===== config.mk =====
export PLATFORM = sky130hd
export DESIGN_NAME = card_ram_arbiter
export DESIGN_NICKNAME = d
export VERILOG_FILES = /design/src/rtl/card_ram_arbiter.sv
export SDC_FILE = /design/constraint.sdc
export NUM_CORES = 1
export LEC_CHECK = 0
export CORE_MARGIN = 1.5
export CORE_UTILIZATION = 63
export CTS_BUF_LIST = sky130_fd_sc_hd__clkbuf_4 sky130_fd_sc_hd__clkbuf_8 sky130_fd_sc_hd__clkbuf_16
export DETAILED_ROUTE_END_ITERATION = 8
export DONT_BUFFER_PORTS = 1
export MAX_ROUTING_LAYER = met4
export PLACE_DENSITY = 0.79
export SYNTH_ARGS = -nofsm -noshare
export SYNTH_HDL_FRONTEND = slang
export SYNTH_SLANG_ARGS = --single-unit

===== constraint.sdc =====
create_clock -name mclk28 -period 4 [get_ports mclk28]
set_input_delay 1.2 -clock mclk28 [delete_from_list [all_inputs] [get_ports mclk28]]
set_output_delay 1.2 -clock mclk28 [all_outputs]
set_load 0.05 [all_outputs]

===== src/rtl/card_ram_arbiter.sv =====
// Arbitrates the single card SRAM between the CPU bank logic (absolute priority)
// and a host loader port, sequencing every access with fixed strobe timing.
module card_ram_arbiter #(
    parameter int ACCESS_CYCLES = 4,
    parameter int ADDR_W        = 18,
    parameter int DATA_W        = 8
) (
    input  logic              mclk28,
    input  logic              reset_in,
    input  logic              cpu_strobe,
    input  logic              cpu_rd,
    input  logic              cpu_we,
    input  logic [ADDR_W-1:0] cpu_addr,
    input  logic [DATA_W-1:0] cpu_wdata,
    output logic [DATA_W-1:0] cpu_rdata,
    output logic              cpu_done,
    output logic              cpu_overrun,
    input  logic              host_req,
    input  logic              host_we,
    input  logic [ADDR_W-1:0] host_addr,
    input  logic [DATA_W-1:0] host_wdata,
    output logic              host_ack,
    output logic [DATA_W-1:0] host_rdata,
    output logic [ADDR_W-1:0] sram_addr,
    output logic [DATA_W-1:0] sram_dout,
    input  logic [DATA_W-1:0] sram_din,
    output logic              sram_ce_n,
    output logic              sram_oe_n,
    output logic              sram_we_n,
    output logic              busy
);

    typedef enum logic [1:0] {
        IDLE     = 2'd0,
        CPU_ACC  = 2'd1,
        HOST_ACC = 2'd2,
        RECOVER  = 2'd3
    } state_t;

    localparam logic [3:0] K_LAST  = 4'(ACCESS_CYCLES - 1);
    // Write strobe spans k=1..ACCESS_CYCLES-2, collapsing to k=1 alone for 2-cycle accesses.
    localparam logic [3:0] WE_LAST = (ACCESS_CYCLES == 2) ? 4'd1 : 4'(ACCESS_CYCLES - 2);

    state_t            r_state;
    logic [3:0]        r_k;
    logic              r_acc_we;
    logic              r_pend;
    logic              r_pend_we;
    logic [ADDR_W-1:0] r_pend_addr;
    logic [DATA_W-1:0] r_pend_wdata;
    logic [ADDR_W-1:0] r_sram_addr;
    logic [DATA_W-1:0] r_sram_dout;
    logic              r_ce_n;
    logic              r_oe_n;
    logic              r_we_n;
    logic [DATA_W-1:0] r_cpu_rdata;
    logic [DATA_W-1:0] r_host_rdata;
    logic              r_cpu_done;
    logic              r_host_ack;
    logic              r_overrun;

    logic              w_cpu_req;
    logic [3:0]        w_k_next;

    assign w_cpu_req = cpu_strobe & (cpu_rd | cpu_we);
    assign w_k_next  = r_k + 4'd1;

    always_ff @(posedge mclk28 or posedge reset_in) begin
        if (reset_in) begin
            r_state      <= IDLE;
            r_k          <= '0;
            r_acc_we     <= 1'b0;
            r_pend       <= 1'b0;
            r_pend_we    <= 1'b0;
            r_pend_addr  <= '0;
            r_pend_wdata <= '0;
            r_sram_addr  <= '0;
            r_sram_dout  <= '0;
            r_ce_n       <= 1'b1;
            r_oe_n       <= 1'b1;
            r_we_n       <= 1'b1;
            r_cpu_rdata  <= '0;
            r_host_rdata <= '0;
            r_cpu_done   <= 1'b0;
            r_host_ack   <= 1'b0;
            r_overrun    <= 1'b0;
        end else begin
            r_cpu_done <= 1'b0;
            r_host_ack <= 1'b0;
            case (r_state)
                IDLE: begin
                    if (r_pend || w_cpu_req) begin
                        r_state <= CPU_ACC;
                        r_k     <= '0;
                        r_pend  <= 1'b0;
                        r_ce_n  <= 1'b0;
                        r_we_n  <= 1'b1;
                        if (r_pend) begin
                            // The older pending request wins; a strobe landing now finds the slot full.
                            r_acc_we    <= r_pend_we;
                            r_sram_addr <= r_pend_addr;
                            r_sram_dout <= r_pend_wdata;
                            r_oe_n      <= r_pend_we;
                            if (w_cpu_req) r_overrun <= 1'b1;
                        end else begin
                            r_acc_we    <= cpu_we;
                            r_sram_addr <= cpu_addr;
                            r_sram_dout <= cpu_wdata;
                            r_oe_n      <= cpu_we;
                        end
                    end else if (host_req) begin
                        r_state     <= HOST_ACC;
                        r_k         <= '0;
                        r_acc_we    <= host_we;
                        r_sram_addr <= host_addr;
                        r_sram_dout <= host_wdata;
                        r_ce_n      <= 1'b0;
                        r_oe_n      <= host_we;
                        r_we_n      <= 1'b1;
                    end
                end
                CPU_ACC, HOST_ACC: begin
                    if (r_k == K_LAST) begin
                        r_state <= RECOVER;
                        r_ce_n  <= 1'b1;
                        r_oe_n  <= 1'b1;
                        r_we_n  <= 1'b1;
                        if (r_state == CPU_ACC) begin
                            r_cpu_done <= 1'b1;
                            if (!r_acc_we) r_cpu_rdata <= sram_din;
                        end else begin
                            r_host_ack <= 1'b1;
                            if (!r_acc_we) r_host_rdata <= sram_din;
                        end
                    end else begin
                        r_k    <= w_k_next;
                        r_we_n <= ~(r_acc_we && (w_k_next <= WE_LAST));
                    end
                end
                RECOVER: r_state <= IDLE;
                default: r_state <= IDLE;
            endcase

            if ((r_state != IDLE) && w_cpu_req) begin
                if (r_pend) begin
                    r_overrun <= 1'b1;
                end else begin
                    r_pend       <= 1'b1;
                    r_pend_we    <= cpu_we;
                    r_pend_addr  <= cpu_addr;
                    r_pend_wdata <= cpu_wdata;
                end
            end
        end
    end

    assign sram_addr   = r_sram_addr;
    assign sram_dout   = r_sram_dout;
    assign sram_ce_n   = r_ce_n;
    assign sram_oe_n   = r_oe_n;
    assign sram_we_n   = r_we_n;
    assign cpu_rdata   = r_cpu_rdata;
    assign host_rdata  = r_host_rdata;
    assign cpu_done    = r_cpu_done;
    assign host_ack    = r_host_ack;
    assign cpu_overrun = r_overrun;
    assign busy        = (r_state != IDLE);

endmodule


==> flow_summary.toml, run 1 <==
[outcome]
outcome = "completed"

[final_layout]
finish.net_count = 390
insertedDiodeCount = 0
final_area_sq_mm = 0.00397
post_route_cells_drive_above_1_share_pct = 21.4
layout-area-overhead-vs-synth_pct = 6.33

[route]
remaining_drc_errors = 0
detail_route.wl_per_cell_um = 19.1
postRouteAntennaNets = 0
drt_first_iter_violations = 133
detail_route.first_pass.iterations = 4
num_vias = 2409
post_drt_via_cell_ratio = 6.10
drt_wl_total_um = 7560

[worst_setup_path]
path_cells = "inv_1 > ha_1 > inv_1 > nand2_1 > nor2_4 > mux2_2"
cp-end-kind = "register"
setup.worst_path.class = "register to register"
max_stage_delay_ns = 0.59
required_time_of_the_worst_setup_path_ns = 4.23
cp.arrival_ns = 3.03
path_common_cell = "sky130_fd_sc_hd__inv_1"
timing.critical_path.slowest_stage_cell = "sky130_fd_sc_hd__nor2_4"
path_max_fanout = 19
worstSetupStartpointType = "register"

[yosys]
post_synth.cell_area_avg_sq_um = 11.7
netlist.area_leader.share_pct = 53.6
synthesis.yosys.warnings = 0
seq_area_frac_synth_pct = 55.7
synth_xor_xnor_area_share_pct = 0.234
syn_inst = 319
ys_async_sr_fraction_pct = 100
synth_compound_area_share_pct = 10.3
synthAdderAreaFrac_pct = 1.67
yosys.cell_count.top_type = "sky130_fd_sc_hd__dfrtp_1"
synth-simple-area-share_pct = 11.2
synth_area_sq_mm = 0.00374
synth_nets = 391
ys_seq_elements = 83
synth.cells.most_frequent = "sky130_fd_sc_hd__dfrtp_1 (80), sky130_fd_sc_hd__nor2_1 (58), sky130_fd_sc_hd__mux2_2 (37)"
netlist.top_cell.by_area = "sky130_fd_sc_hd__dfrtp_1"
dominant_combinational_cell_family_by_area_after_synthesis = "multiplexers"
muxShareOfSynthArea_pct = 18.1
post_synth_main_area_contributors = "sky130_fd_sc_hd__dfrtp_1 (54%), sky130_fd_sc_hd__mux2_2 (11%), sky130_fd_sc_hd__mux2i_1 (7.0%)"
synth_enable_flop_cells = 0
synth_unique_cells = 44
synth_top_flop_cell = "sky130_fd_sc_hd__dfrtp_1"

[clock_network]
post_cts_resize_count = 0
clock_tree_from_tritoncts = "done"
cts.reportedPaths.clkPinSlew_ns = 0.08
cts-buffers-inserted = 9
insertion_delay_ns = 0.34
cts_post_setup_buffers_inserted = 0
htreeDepth = 3
numClockSinks = 83
hold_buffers = 0
cts_max_path_buffers = 2
cts-root-buf = "sky130_fd_sc_hd__clkbuf_8"

[floorplan]
die_h_um = 80.0
ios = 116
placementRows = 27
core_region_area_sq_mm = 0.00561
x_dimension_of_the_die_um = 80.0
start_util_pct = 66.6
die_area_sq_mm = 0.00640

[power]
p_per_area_mw_per_mm2 = 1050
cellLeakagePower_nw = 1.75
ir_drop_mv = 0.485
p_total_mw = 4.16

[timing]
max_slew.worst_pin.slew_ns = 1.10
final-hold-violation-count = 0
slew_headroom_pct = 26.4
min_period_ns = 2.80
maxSlewViolCount = 0
setup_violations = 0
fmax_mhz = 357
grt_setup_unrepaired = "no"
setup-tns-final_ns = 0
fin_crit_sh_pct = 70.0
finClkSkew_ns = 0.00708

[placement]
port_buffers = 0
post_dp_cell_area_sq_mm = 0.00378
gp_routability_congestion = 0.836
dp.final_hpwl_um = 5240

[flow_run]
max_cap_violations = 0

[grt]
first_global_vias = 2523
grtUsageTotal_pct = 26.1
grt_first_pass_wirelength_um = 12200
grt_overflow_total = 0
grt_antenna_before_repair = 0
grt_start_max_net_pins = 65

[worst_hold_path]
hold_path_class = "register to register"
worst max-delay path, delay by kind of cell (launching register included):
kind,cells,cell delay [ns]
adders and majority gates,1,0.28
buffers and inverters,2,0.54
DFF,1,0.40
muxes,1,0.40
and+or+nand+nor,2,1.07
metal layers:
metal	part of all wire (%)	vias up	track usage (%)
li1	-	1125	-
met1	41	1179	32.1
met2	49	93	40.4
met3	7.7	12	6.63
met4	1.8	0	12.8
met5	0	-	-
area by class of cell:
class,instances,area [sq um]
flip-flops and latches,83,2080
repair buffers,3,22.5
multi-input cells,214,1550
fillers,425,1630
inverters,7,27.5
clock inverters,5,52.6
clock buffers,11,145
well taps,72,90.1
state kept, by name, indices dropped and copies added (netlist names), 2 cells and up, named ones only:
| name | cells |
|---|---|
| r_state | 2 |
| sram_addr | 18 |
| r_k | 4 |
| r_pend_addr | 18 |
| sram_dout | 8 |
| cpu_rdata | 8 |
| r_pend_wdata | 8 |
| host_rdata | 8 |
final timing paths:
path | from | to | slack, ns | cells after the start
worst max-delay path | r_state[0] | r_pend_addr[2] | 1.20 | 6
worst min-delay path | r_pend_wdata[1] | r_pend_wdata[1] | 0.49 | 2
worst max register to register | r_state[0] | r_pend_addr[2] | 1.20 | 6
worst min register to register | r_pend_wdata[1] | r_pend_wdata[1] | 0.49 | 2
max in group asynchronous | reset_in | r_pend_addr[9] | 2.18 | 2
min in group asynchronous | reset_in | sram_addr[11] | 0.97 | 1
kinds of logic (layout without fill, tap and decap cells):
logic type      Yosys count  in the layout
compound gates           53             53
xor+xnor                  1              1
mux                      63             63
flops                    83             83
buf+inv                  22             26
simple gates             92             92
fa+ha+maj                 5              5
report_power, final:
part           internal (mW)  total [mW]  leakage, nW  switching [mW]
logic                  0.562        1.15        0.682           0.589
registers               1.24        2.40        0.966            1.16
clock network          0.310       0.605        0.103           0.296
cell usage in the layout, fill, tap and decap left out, types with 5 or more instances in the layout:
cell type,instances
sky130_fd_sc_hd__a211oi_1,26
sky130_fd_sc_hd__mux2i_1,26
sky130_fd_sc_hd__mux2_2,37
sky130_fd_sc_hd__nand2_1,16
sky130_fd_sc_hd__ha_1,5
sky130_fd_sc_hd__o21ai_0,10
sky130_fd_sc_hd__nor2_1,57
sky130_fd_sc_hd__dfrtp_1,79
sky130_fd_sc_hd__inv_1,6
sky130_fd_sc_hd__clkbuf_8,10
stage by stage:
stage	std cells	hold WS, ns	setup slack [ns]	utilization, %
after floorplan	319	0.450	0.668	-
after detailed placement	379	0.476	1.20	67.3
final	395	0.489	1.20	70.9
after CTS	395	0.495	1.18	70.9
after global placement	379	0.466	1.23	67.3
after global routing	395	0.513	0.963	70.9
Note: power is estimated with default switching activity, not from simulation.
==> run 2: changes to the inputs <==
- CORE_UTILIZATION: 63 -> 57
- PLACE_DENSITY: 0.79 -> 0.75
- clock period: 4 -> 2.55 ns (I/O delays scaled with it)
==> flow_summary.toml, run 2 (same netlist as run 1, synthesis figures left out) <==
[outcome]
outcome = "completed"

[route]
postRouteAntennaNets = 0
post_drt_via_cell_ratio = 5.88
detail_route.wl_per_cell_um = 18.6
drt_wl_total_um = 7510
detail_route.first_pass.iterations = 4
num_vias = 2376
drt_first_iter_violations = 153
remaining_drc_errors = 0

[floorplan]
x_dimension_of_the_die_um = 84.0
die_h_um = 84.0
placementRows = 29
core_region_area_sq_mm = 0.00635
die_area_sq_mm = 0.00705
ios = 116
start_util_pct = 58.9

[timing]
maxSlewViolCount = 0
finClkSkew_ns = 0.00890
fin_crit_sh_pct = 87.3
slew_headroom_pct = 23.5
grt_setup_unrepaired = "no"
setup_violations = 0
fmax_mhz = 449
max_slew.worst_pin.slew_ns = 1.15
setup-tns-final_ns = 0
final-hold-violation-count = 0
min_period_ns = 2.23

[worst_setup_path]
setup.worst_path.class = "register to primary output"
critical_path.reg2reg.endpoint = "sram_dout[5]"
required_time_of_the_worst_setup_path_ns = 1.79
r2r_cells = 5
regToRegSetupSlack_ns = 0.38
cp.arrival_ns = 1.46
path_max_fanout = 7
r2r_start = "r_state[1]"
cp-end-kind = "primary output"
worstSetupStartpointType = "register"
endpoint = "busy"
crit_path_start = "r_state[1]"

[grt]
grt_first_pass_wirelength_um = 12200
grtUsageTotal_pct = 23.3
grt_start_max_net_pins = 59
first_global_vias = 2404
grt_antenna_before_repair = 0
grt_overflow_total = 0

[clock_network]
numClockSinks = 83
cts_max_path_buffers = 2
cts-root-buf = "sky130_fd_sc_hd__clkbuf_8"
cts.reportedPaths.clkPinSlew_ns = 0.09
insertion_delay_ns = 0.35
cts-buffers-inserted = 9
hold_buffers = 0
htreeDepth = 3
cts_post_setup_buffers_inserted = 0
post_cts_resize_count = 0
clock_tree_from_tritoncts = "done"

[flow_run]
max_cap_violations = 0

[placement]
gp_routability_congestion = 0.780
port_buffers = 0
dp.final_hpwl_um = 5170

[final_layout]
post_route_cells_drive_above_1_share_pct = 22.3
commonest_cells_after_routing_fill_and_taps_aside = "sky130_fd_sc_hd__dfrtp_1 (79), sky130_fd_sc_hd__nor2_1 (57), sky130_fd_sc_hd__mux2_2 (37)"
fillCellCount = 509
finish.net_count = 394
utilization_pct = 64.1
insertedDiodeCount = 0
multi_input_comb_area_sq_mm = 0.00155
final_common_cell = "sky130_fd_sc_hd__dfrtp_1"
area.sequential_sq_mm = 0.00208
layout-area-overhead-vs-synth_pct = 8.84

[worst_hold_path]
hold_path_class = "primary input to async pin"

[power]
cellLeakagePower_nw = 1.79
p_per_area_mw_per_mm2 = 1650
ir_drop_mv = 1.03
run 2: cell types whose count changed in the layout (fill, tap and decap cells not counted):
cell and delta:
sky130_fd_sc_hd__buf_12 +1, sky130_fd_sc_hd__buf_4 +3, sky130_fd_sc_hd__bufinv_16 +2, sky130_fd_sc_hd__clkbuf_4 -1, sky130_fd_sc_hd__clkbuf_8 -1, sky130_fd_sc_hd__clkinv_2 -2, sky130_fd_sc_hd__clkinv_4 +1, sky130_fd_sc_hd__clkinvlp_4 +1
run 2: layout make-up:
class	instances	share of cell area [%]
Clock inverter	7	2.86
Timing Repair Buffer	7	1.60
Clock buffer	9	3.05
Inverter	7	0.738
Tap cell	77	2.37
Multi-Input combinational cell	214	38.2
Sequential cell	83	51.2
run 2: report_power, final:
part           switching (mW)  total [mW]  leakage (nW)  internal, mW
clock network           0.479        1.13         0.119         0.648
logic                    1.05        1.96         0.702         0.914
registers                1.69        3.64         0.966          1.95
total                    3.21        6.72          1.79          3.51
run 2: routing by layer:
layer  wire length (um)  up-vias  GRT usage [%]  share of wire (%)
li1                   -     1129              -                  -
met1               3160     1155           27.9                 42
met2               3630       78           35.7                 48
met4                193        0           11.6                2.6
met5                  0        -              -                  0
met3                522       14           7.22                7.0
run 2: worst min-delay path by stage:
stage | start | end | slack (ns) | cells after the start
after floorplan | r_pend_addr[0] | r_pend_addr[0] | 0.45 | 2
after global placement | r_pend_wdata[4] | r_pend_wdata[4] | 0.46 | 2
after detailed placement | r_pend_wdata[4] | r_pend_wdata[4] | 0.48 | 2
after CTS | reset_in | cpu_rdata[4] | 0.33 | 1
after global routing | reset_in | cpu_rdata[4] | 0.35 | 1
final | reset_in | cpu_rdata[4] | 0.33 | 1
run 2: worst max-delay path: stages (launching register included):
cell	delay, ns
sky130_fd_sc_hd__dfrtp_1	0.37
sky130_fd_sc_hd__inv_1	0.11
sky130_fd_sc_hd__ha_1	0.30
sky130_fd_sc_hd__inv_1	0.12
sky130_fd_sc_hd__buf_4	0.21
run 2: per-stage QoR:
stage | power, mW | setup slack [ns] | std cells | instance area, sq um | hold WS, ns
CTS | 6.77 | 0.319 | 404 | 4070 | 0.332
finish | 6.72 | 0.323 | 404 | 4070 | 0.329
detailed placement | 5.64 | 0.242 | 388 | 3830 | 0.477
floorplan | 5.20 | 0.305 | 319 | 3740 | 0.450
global placement | 5.54 | 0.372 | 388 | 3830 | 0.464
global route | 7.11 | 0.158 | 404 | 4070 | 0.352
==> run 3: changes to the inputs <==
- REMOVE_ABC_BUFFERS: not set -> 1
==> flow_summary.toml, run 3 (same netlist as run 1, synthesis figures left out) <==
[route]
drt_wl_total_um = 7470
num_vias = 2462
post_drt_via_cell_ratio = 6.05
remaining_drc_errors = 0
drt_first_iter_violations = 148
postRouteAntennaNets = 0
detail_route.first_pass.iterations = 4
detail_route.wl_per_cell_um = 18.4

[timing]
slew_headroom_pct = 19.4
fin_crit_sh_pct = 87.4
grt_setup_unrepaired = "no"
maxSlewViolCount = 0
final-hold-violation-count = 0
fmax_mhz = 449
setup-tns-final_ns = 0
setup_violations = 0
max_slew.worst_pin.slew_ns = 1.21
min_period_ns = 2.23
layout_setup_ws_ns = 0.322
finClkSkew_ns = 0.00785

[power]
p_per_area_mw_per_mm2 = 1630
cellLeakagePower_nw = 1.80
p_total_mw = 6.67
ir_drop_mv = 0.954

[grt]
grtUsageTotal_pct = 23.3
grt_overflow_total = 0
first_global_vias = 2612
grt_first_pass_wirelength_um = 12700
grt_start_max_net_pins = 35
grt_antenna_before_repair = 0

[final_layout]
layout-area-overhead-vs-synth_pct = 9.21
finish.net_count = 397
post_route_cells_drive_above_1_share_pct = 23.0
final_cells = 407
insertedDiodeCount = 0
final_common_cell = "sky130_fd_sc_hd__dfrtp_1"
multi_input_comb_area_sq_mm = 0.00155
final_area_sq_mm = 0.00408
fillCellCount = 503
commonest_cells_after_routing_fill_and_taps_aside = "sky130_fd_sc_hd__dfrtp_1 (79), sky130_fd_sc_hd__nor2_1 (57), sky130_fd_sc_hd__mux2_2 (37)"
area.sequential_sq_mm = 0.00208

[worst_setup_path]
cp.arrival_ns = 1.46
path_max_fanout = 7
critical_path.reg2reg.endpoint = "sram_addr[13]"
worstSetupStartpointType = "register"
regToRegSetupSlack_ns = 0.33
required_time_of_the_worst_setup_path_ns = 1.79
r2r_start = "r_state[1]"
cp-end-kind = "primary output"
setup.worst_path.class = "register to primary output"
r2r_cells = 5

[placement]
port_buffers = 0
placement.setup.worst_slack_ns = 0.179
dp.final_hpwl_um = 5310
post_dp_cell_area_sq_mm = 0.00386
placedCellCount = 391
gp_routability_congestion = 0.784

[floorplan]
ios = 116
die_area_sq_mm = 0.00705
die_h_um = 84.0
start_util_pct = 58.9
core_region_area_sq_mm = 0.00635
placementRows = 29
x_dimension_of_the_die_um = 84.0

[clock_network]
hold_buffers = 0
insertion_delay_ns = 0.34
htreeDepth = 3
cts_max_path_buffers = 2
cts_post_setup_buffers_inserted = 0
cts-root-buf = "sky130_fd_sc_hd__clkbuf_8"
cts-buffers-inserted = 9
cts.reportedPaths.clkPinSlew_ns = 0.08
clock_tree_from_tritoncts = "done"
post_cts_resize_count = 0
numClockSinks = 83

[worst_hold_path]
hold_path_class = "primary input to async pin"

[flow_run]
max_cap_violations = 0

[outcome]
outcome = "completed"
## run 3: routing by layer
layer	routed length, um	track usage, %	up-vias
met1	3010	27.8	1229
met3	609	7.81	10
li1	-	-	1140
met5	0	-	-
met2	3750	37.4	83
met4	102	8.05	0
## run 3: critical path, cell delays in order, from the launching register on
cell and delay (ns):
sky130_fd_sc_hd__dfrtp_1 0.36, sky130_fd_sc_hd__inv_1 0.11, sky130_fd_sc_hd__ha_1 0.31, sky130_fd_sc_hd__inv_1 0.13
sky130_fd_sc_hd__buf_4 0.22
## run 3: power by group
part / internal, mW / total [mW] / switching [mW]
registers: 1.95 / 3.67 / 1.72
clock network: 0.564 / 1.03 / 0.466
logic: 0.937 / 1.96 / 1.03
total: 3.45 / 6.67 / 3.21
## run 3: layout make-up
cell class / count / area share, %
timing repair buffer: 10 / 2.45
inverter: 7 / 0.674
multi-input combinational: 214 / 38.1
clock inverter: 6 / 2.21
sequential: 83 / 51.0
clock buffer: 10 / 3.22
tap: 77 / 2.36
## run 3: how the worst max path moves through the flow
stage | startpoint | to | slack [ns] | depth (start not counted)
floorplan | reset_in | async pin | -0.35 | 1
global placement | cpu_we | sram_addr[15] | 0.30 | 4
detailed placement | cpu_we | sram_addr[12] | 0.18 | 4
CTS | r_state[0] | busy | 0.31 | 4
global route | r_state[1] | sram_addr[3] | 0.15 | 5
finish | r_state[1] | busy | 0.32 | 4
## run 3: metrics by stage
| step | util [%] | hold slack, ns |
|---|---|---|
| 2_1_floorplan | - | 0.450 |
| 3_3_place_gp | 60.8 | 0.465 |
| 3_5_place_dp | 60.8 | 0.475 |
| 4_1_cts | 64.3 | 0.354 |
| 5_1_grt | 64.3 | 0.388 |
| 6_report | 64.3 | 0.341 |
